**config.mk**
```make
export PLATFORM = sky130hd
export DESIGN_NAME = nonce_sequencer
export DESIGN_NICKNAME = d
export VERILOG_FILES = /design/src/rtl/nonce_sequencer.sv
export SDC_FILE = /design/constraint.sdc
export NUM_CORES = 2
export LEC_CHECK = 0
export BUFFER_PORTS_ARGS = -buffer_cell sky130_fd_sc_hd__buf_4
export CORE_AREA = 5 5 637 639
export CTS_BUF_LIST = sky130_fd_sc_hd__clkbuf_8 sky130_fd_sc_hd__clkbuf_16
export DETAILED_ROUTE_END_ITERATION = 12
export DIE_AREA = 0 0 642 644
export PLACE_DENSITY_LB_ADDON = 0.25
export SLEW_MARGIN = 20
export SYNTH_ARGS = -nofsm -noshare
export SYNTH_HDL_FRONTEND = slang
export SYNTH_SLANG_ARGS = --single-unit
```
**constraint.sdc**
```tcl
create_clock -name clk -period 8.95 [get_ports clk]
set_clock_uncertainty 0.2 [all_clocks]
set_input_delay 1.3425 -clock clk [delete_from_list [all_inputs] [get_ports clk]]
set_output_delay 1.3425 -clock clk [all_outputs]
set_load 0.05 [all_outputs]
```
**src/rtl/nonce_sequencer.sv**
```systemverilog
// rtl/nonce_sequencer.sv - sweeps a nonce range through a SHA core and stops on the first digest below target
module nonce_sequencer #(
    parameter int TIMEOUT = 300
) (
    input  logic         clk,
    input  logic         n_rst,
    input  logic         start,
    input  logic         abort,
    input  logic [375:0] header_in,
    input  logic [255:0] target_in,
    input  logic [31:0]  nonce_first,
    input  logic [31:0]  nonce_last,
    output logic         core_start,
    output logic [407:0] core_msg,
    input  logic         core_done,
    input  logic [255:0] core_hash,
    output logic         busy,
    output logic         found,
    output logic         exhausted,
    output logic         timeout_err,
    output logic [31:0]  found_nonce,
    output logic [255:0] found_hash
);

    typedef enum logic [2:0] {
        IDLE, ISSUE, WAIT, CHECK, FOUND, EXHAUST, ERROR
    } state_t;

    localparam logic [9:0] TMO_LAST = 10'(TIMEOUT - 1);

    state_t         state, state_nxt;
    logic [375:0]   hdr_r;
    logic [255:0]   tgt_r;
    logic [255:0]   hash_r;
    logic [31:0]    cur_nonce;
    logic [31:0]    last_nonce;
    logic [9:0]     wait_cnt;
    logic           win;
    logic           at_last;
    logic           wait_expired;

    assign win          = hash_r < tgt_r;
    assign at_last      = cur_nonce == last_nonce;
    assign wait_expired = wait_cnt == TMO_LAST;

    // The message is built from latched state only, so it cannot move while the core works on it.
    assign core_msg   = {hdr_r, cur_nonce};
    assign core_start = state == ISSUE;
    assign busy       = (state == ISSUE) || (state == WAIT) || (state == CHECK);

    always_ff @(posedge clk or negedge n_rst) begin
        if (!n_rst) state <= IDLE;
        else        state <= state_nxt;
    end

    always_comb begin
        state_nxt = state;
        case (state)
            IDLE, FOUND, EXHAUST, ERROR: if (start) state_nxt = ISSUE;
            ISSUE: state_nxt = WAIT;
            WAIT: begin
                if (core_done)         state_nxt = CHECK;
                else if (wait_expired) state_nxt = ERROR;
            end
            CHECK: begin
                if (win)          state_nxt = FOUND;
                else if (at_last) state_nxt = EXHAUST;
                else              state_nxt = ISSUE;
            end
            default: state_nxt = IDLE;
        endcase
        if (abort) state_nxt = IDLE;
    end

    always_ff @(posedge clk or negedge n_rst) begin
        if (!n_rst) begin
            hdr_r       <= '0;
            tgt_r       <= '0;
            hash_r      <= '0;
            cur_nonce   <= '0;
            last_nonce  <= '0;
            wait_cnt    <= '0;
            found       <= 1'b0;
            exhausted   <= 1'b0;
            timeout_err <= 1'b0;
            found_nonce <= '0;
            found_hash  <= '0;
        end else if (!abort) begin
            case (state)
                IDLE, FOUND, EXHAUST, ERROR: begin
                    if (start) begin
                        hdr_r       <= header_in;
                        tgt_r       <= target_in;
                        cur_nonce   <= nonce_first;
                        last_nonce  <= nonce_last;
                        found       <= 1'b0;
                        exhausted   <= 1'b0;
                        timeout_err <= 1'b0;
                    end
                end
                ISSUE: wait_cnt <= '0;
                WAIT: begin
                    if (core_done)         hash_r      <= core_hash;
                    else if (wait_expired) timeout_err <= 1'b1;
                    else                   wait_cnt    <= wait_cnt + 10'd1;
                end
                CHECK: begin
                    if (win) begin
                        found       <= 1'b1;
                        found_nonce <= cur_nonce;
                        found_hash  <= hash_r;
                    end else if (at_last) begin
                        exhausted <= 1'b1;
                    end else begin
                        cur_nonce <= cur_nonce + 32'd1;
                    end
                end
                default: ;
            endcase
        end
    end

endmodule

```
# [Word-level counts from Yosys, hierarchy flattened]
# Cells that the tools add are included.
[classes] n_addsub=2 mul=0 div=0 magnitude_cmp=1 eq_ne=18 shift=0 n_mux=23 bitwise_logic=1 reduce_logical=16
[op_table] cell="$lt 256x256->1" count=1
[op_table] cell="$mux 32" count=3
[op_table] cell="$pmux 32 s2" count=1
[op_table] cell="$add 32x1->32 const B" count=1
[op_table] cell="$eq 32x32->1" count=1
[op_table] cell="$mux 10" count=2
[op_table] cell="$pmux 10 s2" count=1
[op_table] cell="$mux 3" count=6
[op_table] cell="$ne 2x2->1 const B" count=8
[op_table] cell="$reduce_and 5->1" count=3
[op_table] cell="$pmux 3 s4" count=1
[op_table] cell="$add 10x1->10 const B" count=1
[op_table] cell="$eq 10x9->1 const B" count=1
[op_table] cell="$eq 3x3->1 const B" count=3
[op_table] cell="$reduce_and 3->1" count=3
[op_table] cell="$reduce_and 4->1" count=2
[op_table] cell="$eq 3x2->1 const B" count=2
[op_table] cell="$mux 1" count=6
[op_table] cell="$pmux 1 s2" count=3
[op_table] cell="$reduce_bool 2->1" count=3
[op_table] cell="$ne 4x4->1 const B" count=1
[op_table] cell="$reduce_or 4->1" count=1
[op_table] cell="$eq 3x1->1 const B" count=1
[op_table] cell="$logic_not 3->1" count=1
[op_table] cell="4 further kinds" count=5
[word_totals] register_bits=1256 latch_bits=0 ramBits=0 rom_bits=0 output_inout_bits=701 wordCells=73 memories=0

# [Logic depth before layout (Yosys ltp)]
[logic_depth] ltp_word=5 ltp_mapped=14 mapped_depth_nobuf=12

# [Least setup slack after synthesis]
# No wires, ideal clock.
[synth_path] path_type="flip-flop to flip-flop" start="register hash_r[203]" end="register found_hash[15]" setup_time_ps=125 arrival_time_ps=3036 slack_ps=5589 stages_incl_launch_ff=12 path_buffers=2 path_cell_list="dfrtp_1 ha_1 nand4_1 or4_1 or4_1 nor3_2 inv_1 o31a_2 nand2_4 buf_4 buf_4 mux2_2"
[synth_via] elab_chain_len=2
[synth_lines] item="from (decl)" line_no="34" text="logic [255:0] hash_r;"
[synth_lines] item="from (signal assigned)" line_no="103" text="if (core_done) hash_r <= core_hash;"
[synth_lines] item="$lt 256x256->1" line_no="42" text="assign win = hash_r < tgt_r;"
[synth_lines] item="$reduce_and 3->1 (no source line)"
[synth_lines] item="to (signal assigned)" line_no="111" text="found_hash <= hash_r;"
[synth_lines] item="to (decl)" line_no="22" text="output logic [255:0] found_hash"
# No other way between the ends.
# A chain may end at the register's enable or synchronous reset.

# [Worst setup path after layout]
[layout_path] start="register hash_r[59]" end="register found_hash[137]"
# The elaborated chain is that of the path after synthesis.

==> impl_metrics.toml <==
[run_status]
status = "complete, no violations"

[power_and_ir_drop]
total_power_mw = 31.04
power_frac_comb_pct = 45.4
power.density_mw_per_mm2 = 396.4
vdd_drop_max_v = 0.0002417
p_int_mw = 16.56
pwr-share-clk_pct = 22.1
sw_frac_of_total_pct = 46.63
p_seq_share_pct = 32.5
p_leak_nw = 38.71
switchingPower_mw = 14.47

[cts]
clock_sinks = 1256
path_clk_slew_ps = 60
numCtsBuffers = 167
cts_tree = "yes"
cts_buffer_depth = 4
cts_setup_buffers = 0
clock-root-buffer = "clkbuf_16"
cts.hold.buffers_added = 0
cts_resized = 0
clkLatencyLatePin_ps = 870
htreeDepth = 4

[sta]
finalMaxSlewViolations = 0
slew_headroom_pct = 17.76
setup_violations = 0
rsz0062_at_grt = "false"
timing.fmax_ghz = 0.1594
worstMarginPinSlew_ps = 1234
finalHoldViolCount = 0
worst_slack_ps = 2675
fin_crit_ps = 6275
tns_ps = 0
fin_crit_sh_pct = 70.11

[drt]
routed_wl_microns = 312800
remaining_drc_errors = 0
wl_per_cell_microns = 25.81
vias_per_cell = 3.700
drt_iter0_markers = 3017
dr.pass1.iters = 8
drtAntennaViolNets = 0
vias = 44840

[setup_path]
start_kind = "register"
rrSetupSlack_ps = 2670
r2r_cells = 12
crit_type = "register to register"
worstPathRequired_ps = 9450
arrival_ps = 6770
worst_setup_path_end_kind = "register"
crit_fanout = 116

[synthesis]
netlist.area_leader.share_pct = 58.33
synthAdderAreaFrac_pct = 5.968
synth_compound_area_share_pct = 5.814
synth_xor_area_share_pct = 0.6177
yosys-top-cells-area = "dfrtp_1 (58%), nand2_1 (11%), mux2_2 (8.6%)"
synth_top_area_cell = "dfrtp_1"
synth_top_family_by_area = "simple AND/OR/NAND/NOR gates"
syn-instance-count = 5014
yosysMostFrequentCell = "nand2_1"
synth_fp_nets = 6228
synth-simple-area-share_pct = 14.06
synth_edf_count = 0
synth_mux_area_share_pct = 11.43
ys_warn_count = 0
synth-seq-area-share_pct = 58.33
syn_avg_cell_area_sq_um = 10.75
synth.distinct_cells = 68
synth-seq-cells = 1256
synth-main-ff-cell = "dfrtp_1"
yosys-top-cells-count = "nand2_1 (1586), dfrtp_1 (1256), mux2_2 (411)"
netlist_area_sq_mm = 0.05388
async_flop_share_pct = 100.0

[floorplan]
die_w_microns = 642
die_h_microns = 644
core_sq_mm = 0.3986
rows = 232
dieArea_sq_mm = 0.4134
start_util_pct = 13.52
io_pins = 1658

[grt]
overflow = 0
grt_antenna_before_repair = 137
grtUsageTotal_pct = 14.53
grt_pass1_wl_microns = 421300
first_global_vias = 47410
grt_max_degree = 203

[layout]
layout-drive-gt1-share_pct = 35.39
fill_cells = 43950
syn_to_final_growth_pct = 45.30
post-route-util_pct = 19.64
design_area_sq_mm = 0.07829
nets = 7892

[placed_design]
routabilityCongestion = 0.8981
hpwl_microns = 255400
placedInstanceArea_sq_mm = 0.07264
portBuffers = 1657
dp_slack_ps = 2282

[worst_hold_path]
holdCritPathClass = "register to register"
min_path_cells = 2

[run]
maxCapViolCount = 0
-- registers in the layout, indices dropped and copies added, names as in the netlist --
signal	count
cur_nonce	32
exhausted	1
found	1
found_hash	256
found_nonce	32
hash_r	256
hdr_r	376
last_nonce	32
state	3
tgt_r	256
timeout_err	1
wait_cnt	10
-- layout by cell type (no fill, tap or decap), drive strengths merged, types with 16 or more instances in the layout --
cell type / n
dfrtp: 1256
nor3: 28
nor4: 16
buf: 1721
mux2: 546
inv: 317
a21oi: 121
diode: 45
nand2: 1587
a211oi: 29
clkbuf: 201
and3: 20
clkinv: 35
a21o: 27
o21ai: 301
nand3: 33
nand4: 62
nor2: 79
xnor2: 25
ha: 257
-- cell type report --
| type | count | area [sq um] | share of cell area (%) |
|---|---|---|---|
| Clock buffer | 201 | 4681 | 5.979 |
| Inverter | 268 | 1006 | 1.285 |
| Antenna cell | 45 | 112.6 | 0.1438 |
| Sequential cell | 1256 | 31430 | 40.14 |
| Clock inverter | 97 | 830.8 | 1.061 |
| Multi-Input combinational cell | 3264 | 20460 | 26.13 |
| Tap cell | 5265 | 6588 | 8.414 |
| Timing Repair Buffer | 1721 | 13190 | 16.84 |
-- per-layer routing --
layer  GRT usage [%]  share of wire (%)  vias to the layer above
met1           16.79                 39                    22850
met2           26.19                 52                     1470
met5               0              0.055                        -
met4           4.960                3.4                       26
met3           3.372                5.5                      448
li1                -                  -                    20040
-- worst max-delay path, cell delays in order, from the launching register on --
cell,delay [ps]
dfrtp_1,390
ha_1,330
nand4_1,300
nor4_1,810
nand4_1,440
a211oi_1,720
nor3_1,140
a211oi_2,420
nor3_2,250
o31a_2,480
nand2_8,310
buf_12,400
mux2_2,420
-- final timing paths --
check | start | end
setup / recovery | hash_r[59]$_DFFE_PN0P_ | found_hash[137]$_DFFE_PN0P_
hold / removal | hdr_r[140]$_DFFE_PN0P_ | hdr_r[140]$_DFFE_PN0P_
setup reg to reg | hash_r[59]$_DFFE_PN0P_ | found_hash[137]$_DFFE_PN0P_
hold reg to reg | hdr_r[140]$_DFFE_PN0P_ | hdr_r[140]$_DFFE_PN0P_
max in group asynchronous | n_rst | hdr_r[359]$_DFFE_PN0P_
min in group asynchronous | n_rst | hdr_r[93]$_DFFE_PN0P_
-- per-stage QoR --
| step | cells | hold slack (ps) |
|---|---|---|
| after detailed placement | 11770 | 263.2 |
| after global routing | 12110 | 256.8 |
| after CTS | 12070 | 217.8 |
| final | 12120 | 273.7 |
| after floorplan | 5014 | 237.6 |
| after global placement | 11770 | 258.6 |
-- cells by family after synthesis --
| kind of cell | after synthesis |
|---|---|
| xor+xnor | 38 |
| mux | 547 |
| fa+ha+maj | 257 |
| buf+inv | 494 |
| simple gates | 1874 |
| flops | 1256 |
| compound gates | 548 |
-- power groups by stage --
| stage | registers (mW) | logic, mW | clock network [mW] |
|---|---|---|---|
| final | 10.1 | 14.1 | 6.86 |
| after detailed placement | 10.2 | 14.2 | 0 |
| after CTS | 10.1 | 14.3 | 7.15 |
| after global routing | 10.3 | 15.1 | 7.33 |
| after floorplan | 13.6 | 4.58 | 0 |
| after global placement | 10.1 | 14.1 | 0 |
Power figures use the tool's default switching activity.
